**config.mk**
```make
export PLATFORM = sky130hd
export DESIGN_NAME = reg_file_16
export DESIGN_NICKNAME = d
export VERILOG_FILES = /design/src/rtl/reg_file_16.sv
export SDC_FILE = /design/constraint.sdc
export NUM_CORES = 1
export LEC_CHECK = 0
export ABC_AREA = 1
export BUFFER_PORTS_ARGS = -buffer_cell sky130_fd_sc_hd__buf_2
export CAP_MARGIN = 20
export CORE_MARGIN = 10
export CORE_UTILIZATION = 55
export CTS_BUF_LIST = sky130_fd_sc_hd__clkbuf_8 sky130_fd_sc_hd__clkbuf_16
export CTS_CLUSTER_SIZE = 40
export DETAILED_ROUTE_END_ITERATION = 10
export HOLD_SLACK_MARGIN = 0.15
export PLACE_DENSITY = 0.82
export SYNTH_ARGS = -nofsm -noshare
export SYNTH_HDL_FRONTEND = slang
export SYNTH_SLANG_ARGS = --single-unit
export TNS_END_PERCENT = 20
```
**constraint.sdc**
```tcl
create_clock -name clk -period 1 [get_ports clk]
set_clock_uncertainty 0.1 [all_clocks]
set_input_delay 0.2 -clock clk [delete_from_list [all_inputs] [get_ports clk]]
set_output_delay 0.2 -clock clk [all_outputs]
set_load 0.05 [all_outputs]
```
**src/rtl/reg_file_16.sv**
```systemverilog
// rtl/reg_file_16.sv - 8x16 register file with registered dual read ports and one write port.
// Optional macro REGFILE_BYPASS_EN forwards same-edge write data to a colliding read port.
module reg_file_16 #(
    parameter int WIDTH  = 16,
    parameter int DEPTH  = 8,
    parameter int ADDR_W = 3
) (
    input  logic              clk,
    input  logic              reset_n,
    input  logic              wr_en,
    input  logic [ADDR_W-1:0] wr_addr,
    input  logic [WIDTH-1:0]  wr_data,
    input  logic              rd_en,
    input  logic [ADDR_W-1:0] rd_addr1,
    input  logic [ADDR_W-1:0] rd_addr2,
    output logic [WIDTH-1:0]  rd_data1,
    output logic [WIDTH-1:0]  rd_data2,
    output logic              rd_valid
);

    logic [WIDTH-1:0] r_mem [DEPTH];
    logic [WIDTH-1:0] r_rd_data1;
    logic [WIDTH-1:0] r_rd_data2;
    logic             r_rd_valid;
    logic [WIDTH-1:0] w_rd_next1;
    logic [WIDTH-1:0] w_rd_next2;

`ifdef REGFILE_BYPASS_EN
    logic w_hit1;
    logic w_hit2;

    // Forwarding is per port: each port independently picks the incoming write data.
    assign w_hit1     = wr_en && (wr_addr == rd_addr1);
    assign w_hit2     = wr_en && (wr_addr == rd_addr2);
    assign w_rd_next1 = w_hit1 ? wr_data : r_mem[rd_addr1];
    assign w_rd_next2 = w_hit2 ? wr_data : r_mem[rd_addr2];
`else
    // Array is sampled before this edge's write lands, so collisions return old contents.
    assign w_rd_next1 = r_mem[rd_addr1];
    assign w_rd_next2 = r_mem[rd_addr2];
`endif

    always_ff @(posedge clk or negedge reset_n) begin
        if (!reset_n) begin
            r_mem <= '{default: '0};
        end else if (wr_en) begin
            r_mem[wr_addr] <= wr_data;
        end
    end

    // Operands hold when idle so the downstream adder input stays stable.
    always_ff @(posedge clk or negedge reset_n) begin
        if (!reset_n) begin
            r_rd_data1 <= '0;
            r_rd_data2 <= '0;
            r_rd_valid <= 1'b0;
        end else begin
            r_rd_valid <= rd_en;
            if (rd_en) begin
                r_rd_data1 <= w_rd_next1;
                r_rd_data2 <= w_rd_next2;
            end
        end
    end

    assign rd_data1 = r_rd_data1;
    assign rd_data2 = r_rd_data2;
    assign rd_valid = r_rd_valid;

endmodule

```
==> summary.md <==
| Metric | Value |
|---|---|
| Rows | 45 |
| Compound-Gate Fraction of Synth Area | ~7.5% |
| FILL cells | 922 |
| Core ar. | 15200 um2 |
| IO Port Bufs | 61 |
| Sequential share of the synthesized area | between 40% and 50% |
| Worst Setup SP | rd_data1[13] |
| DRT antenna net count | 0 |
| Final core utilization | ~72% |
| Htree depth | 4 |
| RSZ-0062 raised after global routing | true |
| Largest family of logic cells by synthesized area | simple AND/OR/NAND/NOR gates |
| CP max FO | 2 |
| Longest Clk Path Bufs | 2 |
| CTS Root Cell | clkbuf_16 |
| Failing checks | setup timing |
| Tmin final | roughly 1.4 ns |
| Worst R2R Start | r_mem[58] |
| Capturing point of the worst reg2reg path | r_mem[58] |
| Post-synthesis mux area share | 0% |
| Peak supply drop | 1.25 mV |
| Vias in the first global route | 8278 |
| Least-Margin Pin Slew | ~0.66 ns |
| Vias per cell | 6.26 |
| Avg Inst Size Synth | 7.06 um2 |
| Seq cells post-synth | 161 |
| Hold Vio Cnt, Final | 0 |
| Syn Nets | 1235 |
| WL/cell | 20.7 um |
| CP peak stage delay | 0.45 ns |
| WP data required | 0.70 ns |
| Clock sink total | 161 |
| Clock Latency Late Sink | 0.47 ns |
| Chip width | approximately 140 um |
| PnR worst setup slack | -0.385 ns |
| Vias | around 9400 |
| Share of layout cells above drive strength 1 | 25.1% |
| Post-Synth Simple-Gate Area | roughly 34% |
| GR Overflow Total | 0 |
| CP endpoint | rd_data1[13] |
| Area Overhead vs Synth | 27.8% |
| Crit path depth | 1 |
| Netlist cell types | 15 |
| Worst setup SP type | register |
| Post-synth top area share | 47.3% |
| Hold Crit Class | in2async |
| I/O pin total | 62 |
| Total of max-cap violations | 0 |
| Most frequent cells in the layout | nand2_1, nand3_1, dfrtp_1, o21ai_0, inv_2 |
| Initial antenna violation count | 0 |
| DP Wirelength | 16600 um |
| Num CTS Buffers | 17 |
| R2R depth | 2 |
| Commonest non-fill, non-tap cell in the layout | nand2_1 |
| Clock transition at path regs | 0.06 ns |
| Pre-antenna DRT Iters | 7 |
| Critical Path, Cell by Cell | buf_6 |
| Crit-path leading delay family | flip-flops |
| Worst R2R Setup Slack | -0.24 ns |
| Arr. time, crit path | 1.08 ns |
| Leakage | roughly 5.7 nW |
| CP endpoint kind | output port |
| Drc violations | 0 |
| Yosys warning total | 0 |
| CTS tree | yes |
| Largest net degree at the start of global routing | 39 |
| Global-route wire length before repair | around 44000 um |
| Rel. slew slack | around 56% |
| Die Y | 144 um |
| Final Cycle Share | 138% |
| GRT Util Overall | 27.1% |
| Critical path class | reg2out |
| GPL Wtd Cong | 0.914 |
| Cells after Synth | 1206 |
| Synth area leader | dfrtp_1 |
| Post-layout net count | 1328 |
| # diodes | 0 |
| Smallest hold slack | 0.112 ns |
| Adder-cell share of the synthesized area | 0% |
| Xor/xnor share of the synthesized area | 0% |
| CP max stage cell | dfrtp_1 |
| Pins Over Slew Limit | 0 |
| Initial Util | 56.0% |
| Max Freq | 722 MHz |
| Initial DRC count | approximately 1800 |
| Outcome | finished, violations left |
| Cell Area, Synth | 8510 um2 |
| Largest cells by area after synthesis | dfrtp_1, nand2_1, nand3_1, o21ai_0, inv_1 |
| Setup-failing EPs final | 64 |
| PwrDens | 1940 nW/um2 |
| Total Wirelength | 30900 um |
| Die area | roughly 21000 um2 |
| CP bufs+invs | 1 |
Yosys cell counts (all sizes together):
library cell and n:
nor2 4, inv 155, nand2 455, clkbuf 17, nand3 225, nor3 1
dfrtp 161, buf 60, o21ai 128
cells by family (layout without fill, tap and decap cells):
logic type / Yosys count / after routing
AO/OA/AOI/OAI: 128 / 128
AND/OR/NAND/NOR: 685 / 685
buffers and inverters: 232 / 336
flip-flops: 161 / 161
per-layer routing:
| metal | wire length, um | share of wire (%) | track usage [%] |
|---|---|---|---|
| met5 | 23 | 0.074 | 0 |
| met4 | 2000 | 6.5 | 12.8 |
| met3 | 4590 | 15 | 6.26 |
| met2 | 13600 | 44 | 42.6 |
| met1 | 10800 | 35 | 34.6 |
power by group:
part,switching [mW],internal [mW]
Sequential,0.899,7.70
Combinational,3.81,2.12
Clock,2.76,3.75
Total,7.47,13.6
metrics by stage:
step | cells | setup WS (ns) | instance area (um2) | power, mW | setup TNS (ns)
floorplan | 1206 | -0.0139 | 8550 | 11.6 | -0.235
global placement | 1427 | -0.270 | 9420 | 13.0 | -26.58
detailed placement | 1427 | -0.272 | 9420 | 13.2 | -30.49
CTS | 1480 | -0.341 | 10400 | 20.0 | -11.06
global route | 1498 | -0.379 | 10900 | 21.8 | -15.25
finish | 1498 | -0.385 | 10900 | 21.0 | -13.54
flip-flops by register name, indices dropped and copies added, names as in the netlist:
name and count:
rd_data1 16, r_mem 128, rd_valid 1, rd_data2 16
worst min-delay path by stage:
| stage | slack (ns) | end | depth (start not counted) |
|---|---|---|---|
| after floorplan | -0.20 | r_mem[0] | 0 |
| after global placement | 0.003 | r_mem[96] | 1 |
| after detailed placement | 0.006 | r_mem[47] | 1 |
| after CTS | 0.02 | rd_valid | 2 |
| after global routing | 0.16 | r_mem[18] | 2 |
| final | 0.11 | r_mem[63] | 2 |
what timing repair did:
item / 4_1_cts / 5_1_grt
setup buffers: 6 / 16
hold buffers: 17 / 2
hold endpoints to repair: 303 / 2
resized for setup: 105 / 125
endpoints found under the setup margin: 63 / 144
gates cloned: 0 / 0
pin swaps: 7 / 22
layout make-up:
type	count	area, um2	area share [%]
Multi-Input combinational cell	813	3830	35.3
Timing Repair Buffer	151	1620	14.9
Sequential cell	161	4030	37.1
Tap cell	188	235	2.16
Inverter	155	582	5.35
Clock inverter	11	115	1.06
Clock buffer	19	453	4.17
(Power assumes the default switching activity.)
